<file path="src/rtl/mdu_hilo.sv">
// mdu_hilo: multiply/divide-unit front end.
// It launches MULT/MULTU on an external sequential multiplier and captures the
// 64-bit product into HI/LO after a fixed number of RUN cycles. It also serves
// MFHI/MFLO/MTHI/MTLO. op_ready stays low while a multiply is in flight, so a
// HI/LO read that follows a multiply always returns the new product.
module mdu_hilo #(
  parameter int WIDTH       = 32,
  parameter int MUL_LATENCY = 32
) (
  input  logic               clk,
  input  logic               rst,
  input  logic               op_valid,
  input  logic [2:0]         op,
  input  logic [WIDTH-1:0]   op_a,
  input  logic [WIDTH-1:0]   op_b,
  output logic               op_ready,
  output logic               rd_valid,
  output logic [WIDTH-1:0]   rd_data,
  output logic               busy,
  output logic [WIDTH-1:0]   hi,
  output logic [WIDTH-1:0]   lo,
  output logic               mul_start,
  output logic               mul_is_signed,
  output logic [WIDTH-1:0]   mul_a,
  output logic [WIDTH-1:0]   mul_b,
  input  logic [2*WIDTH-1:0] mul_y
);

  localparam int CW = $clog2(MUL_LATENCY + 1);
  // Counter value seen during the final RUN cycle; the counter is cleared on
  // acceptance, so the first RUN cycle sees 0.
  localparam logic [CW-1:0] LAST_COUNT = CW'(MUL_LATENCY - 1);

  localparam logic [2:0] OP_MULT  = 3'd0;
  localparam logic [2:0] OP_MULTU = 3'd1;
  localparam logic [2:0] OP_MFHI  = 3'd2;
  localparam logic [2:0] OP_MFLO  = 3'd3;
  localparam logic [2:0] OP_MTHI  = 3'd4;
  localparam logic [2:0] OP_MTLO  = 3'd5;

  typedef enum logic {
    IDLE = 1'b0,
    RUN  = 1'b1
  } state_t;

  state_t            state_q;
  logic [CW-1:0]     count_q;
  logic [CW-1:0]     count_d;
  logic              rdValid_q;
  logic [WIDTH-1:0]  rdData_q;
  logic [WIDTH-1:0]  hi_q;
  logic [WIDTH-1:0]  lo_q;
  logic              mulStart_q;
  logic              mulSigned_q;
  logic [WIDTH-1:0]  mulA_q;
  logic [WIDTH-1:0]  mulB_q;

  // Next count value while the multiplier is running.
  always_comb begin
    count_d = count_q + CW'(1);
  end

  // Whole FSM: acceptance, HI/LO moves, multiplier launch and product capture.
  always_ff @(posedge clk) begin
    if (rst) begin
      state_q     <= IDLE;
      count_q     <= '0;
      rdValid_q   <= 1'b0;
      rdData_q    <= '0;
      hi_q        <= '0;
      lo_q        <= '0;
      mulStart_q  <= 1'b0;
      mulSigned_q <= 1'b0;
      mulA_q      <= '0;
      mulB_q      <= '0;
    end else begin
      rdValid_q <= 1'b0;
      case (state_q)
        IDLE: begin
          if (op_valid) begin
            case (op)
              OP_MULT, OP_MULTU: begin
                mulA_q      <= op_a;
                mulB_q      <= op_b;
                mulSigned_q <= (op == OP_MULT);
                mulStart_q  <= 1'b1;
                count_q     <= '0;
                state_q     <= RUN;
              end
              OP_MFHI: begin
                rdData_q  <= hi_q;
                rdValid_q <= 1'b1;
              end
              OP_MFLO: begin
                rdData_q  <= lo_q;
                rdValid_q <= 1'b1;
              end
              OP_MTHI: hi_q <= op_a;
              OP_MTLO: lo_q <= op_a;
              default: ;
            endcase
          end
        end
        RUN: begin
          if (count_q == LAST_COUNT) begin
            hi_q       <= mul_y[2*WIDTH-1:WIDTH];
            lo_q       <= mul_y[WIDTH-1:0];
            mulStart_q <= 1'b0;
            count_q    <= '0;
            state_q    <= IDLE;
          end else begin
            count_q <= count_d;
          end
        end
        default: state_q <= IDLE;
      endcase
    end
  end

  assign op_ready      = (state_q == IDLE);
  assign busy          = (state_q == RUN);
  assign rd_valid      = rdValid_q;
  assign rd_data       = rdData_q;
  assign hi            = hi_q;
  assign lo            = lo_q;
  assign mul_start     = mulStart_q;
  assign mul_is_signed = mulSigned_q;
  assign mul_a         = mulA_q;
  assign mul_b         = mulB_q;

endmodule

</file>
<file path="config.mk">
export PLATFORM = sky130hd
export DESIGN_NAME = mdu_hilo
export DESIGN_NICKNAME = d
export VERILOG_FILES = /design/src/rtl/mdu_hilo.sv
export SDC_FILE = /design/constraint.sdc
export NUM_CORES = 1
export LEC_CHECK = 0
export ABC_AREA = 1
export BUFFER_PORTS_ARGS = -buffer_cell sky130_fd_sc_hd__buf_2
export CAP_MARGIN = 30
export CORE_MARGIN = 5
export CORE_UTILIZATION = 40
export CTS_CLUSTER_SIZE = 25
export DETAILED_ROUTE_END_ITERATION = 16
export MAX_ROUTING_LAYER = met4
export PLACE_DENSITY = 0.71
export SYNTH_ARGS = -nofsm -noshare
export SYNTH_HDL_FRONTEND = slang
export SYNTH_SLANG_ARGS = --single-unit
</file>
<file path="constraint.sdc">
create_clock -name clk -period 1.41 [get_ports clk]
set_input_delay 0.423 -clock clk [delete_from_list [all_inputs] [get_ports clk]]
set_output_delay 0.423 -clock clk [all_outputs]
set_load 0.02 [all_outputs]
</file>
; Word-level counts from Yosys, hierarchy flattened
; Cells that the tools add are included.
[word_totals]
regBits = 170
word_cells = 57
output_inout_bits = 165
input_bits = 134
[classes]
add_sub_neg = 1
bitwise = 2
n_mux = 22
n_reduce_logical = 11
n_eq_ne = 11
[ops]
columns = operator, n
row1 = 32-bit two-way mux, 6
row2 = 32-bit one-hot mux with 2 select lines, 3
row3 = 6-bit two-way mux, 3
row4 = 3-bit AND reduction, 5
row5 = 6-bit one-hot mux with 2 select lines, 1
row6 = 2-bit by 1-bit != test with 1-bit output (second input constant), 4
row7 = 1-bit two-way mux, 7
row8 = 6-bit by 1-bit adder with 6-bit output (second input constant), 1
row9 = 3-bit by 2-bit == test with 1-bit output (second input constant), 2
row10 = 3-bit == test (second input constant), 2
row11 = 6-bit by 5-bit == test with 1-bit output (second input constant), 1
row12 = 1-bit one-hot mux with 2 select lines, 2
row13 = 2-bit OR reduction, 2
row14 = 3-bit by 1-bit == test with 1-bit output (second input constant), 1
row15 = 3-bit zero test, 1
row16 = 3-bit OR reduction, 1
row17 = 2-bit != test (second input constant), 1
row18 = 1-bit inverter, 2
row19 = 2-bit AND reduction, 1
row20 = 2-bit nonzero test, 1

; Depth between registers and ports, before layout
; Gate-level depths: netlist (run 1).
[logic_depth]
depth_word = 5
mapped_depth = 9
mapped_depth_nobuf = 8

; Least setup slack after synthesis (run 1)
; Ideal clock, no wire load.
[synth_timing]
path_type = register -> register
startpoint = register state_q, in the netlist busy
endpoint = register state_q, in the netlist busy
required_ps = 1276
setup_slack_ps = -194
setup_ps = 134
stages_incl_launch_ff = 8
t_arrival_ps = 1470
cell_sequence = dfxtp_1 > buf_2 > inv_2 > nand2_2 > inv_2 > nand3_1 > clkbuf_1 > o21ai_1
[synth_between]
elab_chain_len = 2
[synth_rtl]
columns = item, line
row1 = from (decl), 46  ; state_t state_q;
row2 = from (signal assigned), 66  ; state_q <= IDLE;
row3 = from (signal assigned), 88  ; state_q <= RUN;
row4 = from (signal assigned), 110  ; state_q <= IDLE;
row5 = 1-bit inverter (no source line), --
row6 = via op_ready, 16  ; output logic op_ready,
row7 = 1-bit one-hot mux with 2 select lines, 78  ; case (state_q)
; The timed path passes the listed nets, and every way through them passes these cells.
; A chain may end at the register's enable or synchronous reset.

; Final worst setup path (run 1)
[layout_timing]
startpoint = register state_q, in the netlist busy
endpoint = output op_ready
[layout_between]
elab_chain_len = 1
[layout_rtl]
columns = item, line
row1 = 1-bit inverter (no source line), --
row2 = to (decl), 16
; No other way between the ends.

==> summary.md, run 1 <==
| Metric | Value |
|---|---|
| Outcome | `finished, violations left` |
| Failing checks | `setup timing` |
| Die Wd | `146 um` |
| Initial Util | `0.410` |
| Slew headroom | `0.751` |
| Top delay family on crit path | `flip-flops` |
| H-tree depth | `4` |
| # DRC | `0` |
| Slowest cell on the critical path | `dfxtp_4` |
| Critical Path Max Stage Delay | `0.36 ns` |
| DR WL/cell | `16.8 um` |
| RSZ-0062 raised after global routing | `yes` |
| WP data required | `0.99 ns` |
| Final setup vio count | `94` |
| Final HPWL DP | `19.3 mm` |
| Clock buffer count from CTS | `17` |
| Layout filler cell count | `1618` |
| Non-Filler Instances | `1659` |
| Die ar. | `21400 um^2` |
| Worst slew pin tran | `0.372 ns` |
| Placed Cells | `1604` |
| CP Depth | `3` |
| Met2 GRT Util | `0.388` |
| Clk root buf | `clkbuf_16` |
| Hold Fails Final Rpt | `0` |
| Area of the multi-input gates | `3740 um^2` |
| Netlist Area Pre-Place | `7420 um^2` |
| Share of cells above drive strength 1 | `0.401` |
| CTS tree | `done` |
| Post-synthesis net count | `1227` |
| Pleak | `5.30 nW` |
| PortBufs | `298` |
| Final setup margin | `-0.104 ns` |
| Met1 GRT Util | `0.335` |
| Via count | `8500` |
| CP startpoint | `busy$_SDFF_PP0_` |
| Worst-path cell chain | `buf_6 > inv_8 > buf_6` |
| Slew Limit Fails | `0` |
| Buf+Inv Stages, Crit Path | `3` |
| Max-cap viol count | `0` |
| Max Clk Rate | `0.660 GHz` |
| Initial DRT Pass Iterations | `6` |
| DRT antenna net count | `0` |
| Design Area, Final | `11300 um^2` |
| Avg Vias per Cell | `5.12` |
| FF+latch area | `3500 um^2` |
| Setup_tns | `-3.28 ns` |
| GR Overflow Total | `0` |
| Top Usage Layer GRT | `met2` |
| Register area share after synthesis | `0.459` |
| Post-CTS Hold Buffers | `0` |
| Yosys cell types | `23` |
| CP most frequent cell | `buf_6` |
| Syn Area/Cell | `6.79 um^2` |
| Vias in the first global route | `7994` |
| Synth Register Bits | `170` |
| Core Footprint | `18100 um^2` |
| Sinks on Clock Net | `170` |
| Final Skew | `0.00777 ns` |
| Drt initial violations | `770` |
| Worst setup path category | `register to output port` |
| Nets | `1547` |
| Drt total wl | `27.9 mm` |
| GR Util All Layers | `0.256` |
| Reg clk slew, reported paths | `0.07 ns` |
| Flop2flop setup slack | `-0.08 ns` |
| Fin Hold WS | `0.256 ns` |
| Startpoint types | `register` |
| Ys Warns | `0` |
| Hold path cells | `3` |
| Peak VDD IR | `858 uV` |
| First-pass GRT wire length | `43.1 mm` |
| CTS max path bufs | `2` |
| Routing usage on met3 | `0.0598` |
| Worst r2r src | `busy$_SDFF_PP0_` |
| Synthesis-to-layout area growth | `52.3%` |
| Largest net degree at the start of global routing | `71` |
| IO Pins | `299` |
| Min cycle time layout | `1.51 ns` |
| Antenna violations before repair | `5` |
| CP endpoint kind | `output port` |
| RD Place Congestion | `0.958` |
| Crit path DAT | `1.09 ns` |
| Hold Path Class | `primary input to register` |
| Worst-case reg-to-reg path depth | `8` |
| Post-Synthesis Cells | `1092` |
| CP Max Fanout | `4` |
| Worst-Skew Late Latency | `0.43 ns` |
| Pwr Density | `1150 nW/um^2` |
| Rows | `49` |
| Post-route clock period utilization | `1.07` |
| Die height | `146 um` |
| DP Area | `9700 um^2` |
| Hold_sp | `op_b[17]` |
==> tightest hold or removal path, stage by stage <==
cell and delay, ns:
buf_2 0.10, nand3_1 0.07, a21oi_1 0.06
==> final timing paths <==
kind / endpoint
worst max-delay path: op_ready
worst min-delay path: mul_b[17]$_SDFFE_PP0P_
worst max register to register: hi[29]$_SDFFE_PP0P_
worst min register to register: mul_b[2]$_SDFFE_PP0P_
==> sequential cells by signal, indices dropped and copies added (netlist names) <==
signal         count
hi                32
lo                32
mul_a             32
mul_b             32
rd_data           32
count_q            6
busy               1
mul_is_signed      1
mul_start          1
rd_valid           1
==> where the power goes <==
part / internal [W] / total [W] / leakage [nW] / switching (W)
logic: 0.00114 / 0.00268 / 3.60 / 0.00154
clock network: 0.00299 / 0.00498 / 0.292 / 0.00199
registers: 0.00511 / 0.00536 / 1.41 / 0.000246
==> routing by layer <==
layer  vias up  wire length (um)
li1       4191                 -
met1      3903             12100
met2       348             12800
met3        58              2160
met4         0               813
met5         -                 0
==> final cells by class <==
class                           instances  share of cell area
Inverter                               76              0.0264
Multi-Input combinational cell        762               0.331
Tap cell                              229              0.0254
Clock inverter                          9              0.0122
Clock buffer                           23              0.0432
Timing Repair Buffer                  385               0.251
Antenna cell                            5             0.00111
Sequential cell                       170               0.310
==> layout by cell type, fill, tap and decap left out, types with 58 or more instances in the layout <==
cell / Yosys / final
buf_2: 39 / 220
buf_4: 1 / 119
nand3_1: 136 / 128
dfxtp_1: 170 / 106
nor2_1: 197 / 185
inv_1: 68 / 68
nand2_1: 189 / 180
o21ai_1: 65 / 65
dfxtp_2: 0 / 58
a21oi_1: 164 / 115
==> logic make-up after synthesis <==
family / share of synthesized area
simple gates: 0.294
compound gates: 0.157
flops: 0.459
buf+inv: 0.0880
fa+ha+maj: 0.00169
==> cells in the mapped netlist <==
library cell,number,area share
inv_2,6,0.0030
o21ai_2,1,0.0012
o21ai_1,65,0.044
nand4_1,1,0.00084
clkinv_1,2,0.0010
nor3_4,1,0.0022
buf_2,39,0.026
clkbuf_1,39,0.020
o21bai_1,1,0.0010
ha_1,1,0.0017
buf_1,5,0.0025
buf_4,1,0.0010
or2_2,1,0.00084
inv_1,68,0.034
nand2_1,189,0.096
nor4_1,1,0.00084
nand2_2,1,0.00084
nand3_1,136,0.092
a21oi_1,164,0.11
nor2_2,2,0.0017
dfxtp_1,170,0.46
nor2_1,197,0.10
o21ai_0,1,0.00067
==> what timing repair did <==
| action | 4_1_cts | 5_1_grt |
|---|---|---|
| resized for setup | 136 | 117 |
| pin swaps | 1 | 3 |
| endpoints found under the hold margin | 0 | 0 |
| endpoints found under the setup margin | 112 | 214 |
| gates cloned | 6 | 3 |
| setup buffers | 8 | 3 |
==> metrics by stage <==
stage	utilization	power, W	setup slack, ns
floorplan	-	0.00671	-0.0249
global placement	0.536	0.00766	-0.122
detailed placement	0.536	0.00768	-0.136
CTS	0.605	0.0129	-0.114
global route	0.625	0.0136	-0.164
finish	0.625	0.0130	-0.104
Power figures use the tool's default switching activity.
==> run 2, diff against run 1 <==
PLACE_DENSITY = 0.68   (was 0.71)
clock period = 1.75 ns   (was 1.41 ns; I/O delays follow)
==> summary.md, run 2 (synthesis results as in run 1) <==
| Metric | Value |
|---|---|
| Outcome | `completed` |
| Synthesis-to-layout area growth | `33.5%` |
| Max Clk Rate | `0.588 GHz` |
| Avg Vias per Cell | `4.99` |
| GR Overflow Total | `0` |
| Drt initial violations | `716` |
| Slowest cell on the critical path | `dfxtp_4` |
| Sinks on Clock Net | `170` |
| Hold_sp | `op_a[6]` |
| Hold Path Class | `primary input to register` |
| Peak VDD IR | `650 uV` |
| Final HPWL DP | `17.9 mm` |
| Reg clk slew, reported paths | `0.06 ns` |
| Core Footprint | `18100 um^2` |
| Design Area, Final | `9900 um^2` |
| PortBufs | `298` |
| Drt total wl | `25.9 mm` |
| GR Util All Layers | `0.233` |
| H-tree depth | `4` |
| Die ar. | `21400 um^2` |
| WHS Endpoint | `mul_a[6]$_SDFFE_PP0P_` |
| Pwr Density | `979 nW/um^2` |
| Final setup vio count | `0` |
| CTS tree | `done` |
| Critical Path Max Stage Delay | `0.41 ns` |
| Hold Fails Final Rpt | `0` |
| Worst-path cell chain | `buf_16 > buf_4` |
| Max-cap viol count | `0` |
| CP Depth | `2` |
| Antenna violations before repair | `2` |
| DR WL/cell | `16.2 um` |
| Vias in the first global route | `7481` |
| Post-route clock period utilization | `0.972` |
| RD Place Congestion | `0.902` |
| Nets | `1487` |
| Initial DRT Pass Iterations | `5` |
| Die height | `146 um` |
| Layout filler cell count | `1776` |
| DRT antenna net count | `0` |
| Final Skew | `0.00663 ns` |
| CTS max path bufs | `2` |
| Rows | `49` |
| Min cycle time layout | `1.70 ns` |
| Post-layout util | `0.548` |
| Largest net degree at the start of global routing | `79` |
| Post-CTS Hold Buffers | `0` |
| CP Max Fanout | `21` |
| Clock buffer count from CTS | `17` |
| Total power draw | `0.00969 W` |
| Pleak | `4.80 nW` |
| Worst slew pin tran | `0.403 ns` |
| Most frequent cells in the layout | `297 x buf_2, 197 x nor2_1, 187 x nand2_1` |
| Initial Util | `0.410` |
| IO Pins | `299` |
| Worst-Skew Late Latency | `0.42 ns` |
| DP Area | `9190 um^2` |
| # DRC | `0` |
| Flop2flop setup slack | `0.09 ns` |
| CP endpoint kind | `output port` |
| Hold path cells | `3` |
| WP data required | `1.22 ns` |
| Worst setup path category | `register to output port` |
| Startpoint types | `register` |
| Buf+Inv Stages, Crit Path | `2` |
| Slew Limit Fails | `0` |
| Slew headroom | `0.731` |
| Via count | `7965` |
| Top delay family on crit path | `flip-flops` |
| Worst r2r src | `count_q[0]$_SDFFE_PP0P_` |
| Most common cell after layout, fill and taps aside | `buf_2` |
| R2R Path End | `hi[8]$_SDFFE_PP0P_` |
| First-pass GRT wire length | `39.7 mm` |
| Die Wd | `146 um` |
| Clk root buf | `clkbuf_16` |
| Crit path DAT | `1.18 ns` |
| Worst-case reg-to-reg path depth | `8` |
| Share of cells above drive strength 1 | `0.273` |
-- run 2: worst max-delay path by stage --
stage                         endpoint  slack [ns]                    start
2_1_floorplan          busy$_SDFF_PP0_        0.15          busy$_SDFF_PP0_
3_3_place_gp   count_q[0]$_SDFFE_PP0P_        0.09  count_q[0]$_SDFFE_PP0P_
3_5_place_dp   count_q[0]$_SDFFE_PP0P_        0.07  count_q[0]$_SDFFE_PP0P_
4_1_cts                           busy       0.003          busy$_SDFF_PP0_
5_1_grt             hi[0]$_SDFFE_PP0P_      -0.002  count_q[0]$_SDFFE_PP0P_
6_report                          busy        0.05          busy$_SDFF_PP0_
-- run 2: cell type report --
| class | instances | area (um^2) | share of cell area |
|---|---|---|---|
| sequential | 170 | 3410 | 0.344 |
| tap | 229 | 287 | 0.0289 |
| timing repair buffer | 325 | 1960 | 0.198 |
| clock inverter | 13 | 120 | 0.0121 |
| clock buffer | 19 | 443 | 0.0447 |
| inverter | 76 | 288 | 0.0291 |
| multi-input combinational | 762 | 3390 | 0.343 |
| antenna | 2 | 5.00 | 0.000505 |
-- run 2: stage by stage --
stage | setup TNS (ns) | hold WS [ns] | worst slack (ns) | instances
detailed placement | 0 | 0.453 | 0.0726 | 1556
global route | -0.00179 | 0.351 | -0.00179 | 1596
finish | 0 | 0.365 | 0.0484 | 1596
CTS | 0 | 0.350 | 0.00275 | 1590
global placement | 0 | 0.445 | 0.0890 | 1556
floorplan | 0 | 0.456 | 0.146 | 1092
-- run 2: worst register-to-register path, stage by stage, from the launching register on --
cell and delay [ns]:
dfxtp_1 0.39, ha_2 0.22, nand3_1 0.13, o21bai_4 0.16, buf_4 0.16, buf_16 0.22, nand3_1 0.16, nand2_1 0.08
nor2_1 0.04
-- run 2: power by group --
| group | internal, W | switching [W] | total (W) |
|---|---|---|---|
| Sequential | 0.00409 | 0.000168 | 0.00426 |
| Combinational | 0.000660 | 0.00112 | 0.00178 |
| Clock | 0.00201 | 0.00164 | 0.00365 |
| Total | 0.00676 | 0.00293 | 0.00969 |
-- run 2: layer usage --
| metal | vias to the layer above | share of wire | track usage |
|---|---|---|---|
| li1 | 4055 | - | - |
| met3 | 34 | 0.072 | 0.0527 |
| met5 | - | 0 | - |
| met4 | 0 | 0.022 | 0.0715 |
| met2 | 305 | 0.45 | 0.344 |
| met1 | 3571 | 0.46 | 0.320 |
-- run 2: timing repair --
item | CTS | global route
resized for setup | 1 | 3
buffers inserted | 0 | 2
cloned | 2 | 2
pin swaps | 0 | 1
endpoints found under the setup margin | 1 | 10
==> run 3, diff against run 2 <==
CTS_BUF_LIST = sky130_fd_sc_hd__clkbuf_4 sky130_fd_sc_hd__clkbuf_8   (was default)
==> summary.md, run 3 (synthesis results as in run 1) <==
| Metric | Value |
|---|---|
| Outcome | `completed` |
| DRT antenna net count | `0` |
| Sinks on Clock Net | `170` |
| # DRC | `0` |
| Worst slew pin tran | `0.400 ns` |
| Avg Vias per Cell | `5.00` |
| R2R Path End | `hi[8]$_SDFFE_PP0P_` |
| WP data required | `1.22 ns` |
| CP endpoint kind | `output port` |
| Total power draw | `0.00876 W` |
| Rows | `49` |
| PortBufs | `298` |
| First-pass GRT wire length | `39.6 mm` |
| Final HPWL DP | `17.9 mm` |
| GR Overflow Total | `0` |
| Worst-path cell chain | `inv_2 > clkbuf_4` |
| Drt initial violations | `705` |
| CP Max Fanout | `6` |
| Antenna violations before repair | `2` |
| Reg clk slew, reported paths | `0.10 ns` |
| Max Clk Rate | `0.586 GHz` |
| Worst r2r src | `count_q[1]$_SDFFE_PP0P_` |
| Vias in the first global route | `7473` |
| Initial Util | `0.410` |
| H-tree depth | `4` |
| Hold Fails Final Rpt | `0` |
| Die ar. | `21400 um^2` |
| IO Pins | `299` |
| Pwr Density | `900 nW/um^2` |
| Die Wd | `146 um` |
| Critical Path End | `op_ready` |
| Most frequent cells in the layout | `296 x buf_2, 197 x nor2_1, 187 x nand2_1` |
| Initial DRT Pass Iterations | `7` |
| RD Place Congestion | `0.902` |
| DR WL/cell | `16.2 um` |
| Hold Path Class | `primary input to register` |
| Nets | `1489` |
| Final setup vio count | `0` |
| Synthesis-to-layout area growth | `31.2%` |
| Via count | `7987` |
| Max-cap viol count | `0` |
| Flop2flop setup slack | `0.13 ns` |
| Startpoint types | `register` |
| Core Footprint | `18100 um^2` |
| Hold_sp | `op_b[14]` |
| Clk root buf | `clkbuf_8` |
| Min cycle time layout | `1.71 ns` |
| RSZ-0062 raised after global routing | `yes` |
| Final Skew | `0.0113 ns` |
| Share of cells above drive strength 1 | `0.276` |
| Worst-Skew Late Latency | `0.46 ns` |
| Post-CTS Hold Buffers | `0` |
| GR Util All Layers | `0.233` |
| Clock buffer count from CTS | `17` |
| Pleak | `4.73 nW` |
| CTS max path bufs | `2` |
| Peak VDD IR | `544 uV` |
| Most common cell after layout, fill and taps aside | `buf_2` |
| Drt total wl | `25.8 mm` |
| Slowest cell on the critical path | `dfxtp_4` |
| Crit path DAT | `1.18 ns` |
| Largest net degree at the start of global routing | `79` |
| CP startpoint | `busy$_SDFF_PP0_` |
| Critical Path Max Stage Delay | `0.38 ns` |
| CTS tree | `done` |
| Slew headroom | `0.733` |
| Die height | `146 um` |
| Worst setup path category | `register to output port` |
| Layout filler cell count | `1795` |
| Slew Limit Fails | `0` |
| Setup_tns | `0 ns` |
| Post-route clock period utilization | `0.976` |
| Worst-case reg-to-reg path depth | `8` |
## run 3: worst max-delay path: cells and delay by family, from the launching register on
kind,cells,cell delay [ns]
buf+inv,2,0.36
flops,1,0.38
## run 3: power breakdown
part,internal (W),switching [W],total (W),leakage (nW)
sequential,0.00409,0.000166,0.00426,1.39
combinational,0.000664,0.00113,0.00179,3.16
clock,0.00119,0.00153,0.00272,0.186
## run 3: worst min-delay path by stage
stage                              endpoint  slack, ns  cells past startpoint
floorplan           count_q[1]$_SDFFE_PP0P_       0.46                      2
CTS                  mul_b[20]$_SDFFE_PP0P_       0.30                      3
global placement      mul_b[1]$_SDFFE_PP0P_       0.44                      2
global route         mul_b[18]$_SDFFE_PP0P_       0.30                      3
finish               mul_b[14]$_SDFFE_PP0P_       0.32                      3
detailed placement    mul_b[8]$_SDFFE_PP0P_       0.45                      2
## run 3: repair_timing
action,CTS,global route
gates cloned,2,2
setup buffers,2,2
endpoints found under the setup margin,1,10
gates resized for setup,2,5
pin swaps,0,1
## run 3: final cells by class
cell class	instances	area, um^2	area share
tap	229	287	0.0294
multi-input combinational	762	3390	0.349
clock buffer	19	255	0.0262
inverter	76	288	0.0296
sequential	170	3410	0.350
timing repair buffer	327	1980	0.203
clock inverter	13	120	0.0123
antenna	2	5.00	0.000514
## run 3: through the flow
step | hold slack [ns] | util | cell area (um^2) | setup slack, ns | instances
CTS | 0.298 | 0.534 | 9650 | 0.00412 | 1592
global placement | 0.445 | 0.508 | 9190 | 0.0890 | 1556
detailed placement | 0.453 | 0.508 | 9190 | 0.0726 | 1556
finish | 0.322 | 0.538 | 9740 | 0.0428 | 1598
floorplan | 0.456 | - | 7420 | 0.146 | 1092
global route | 0.299 | 0.538 | 9740 | -0.0257 | 1598
## run 3: layer usage
layer  GRT usage  wire [um]  part of all wire
met1       0.318      11800              0.46
met2       0.345      11600              0.45
met3      0.0530       1850             0.072
met4      0.0696        565             0.022
met5           -          0                 0
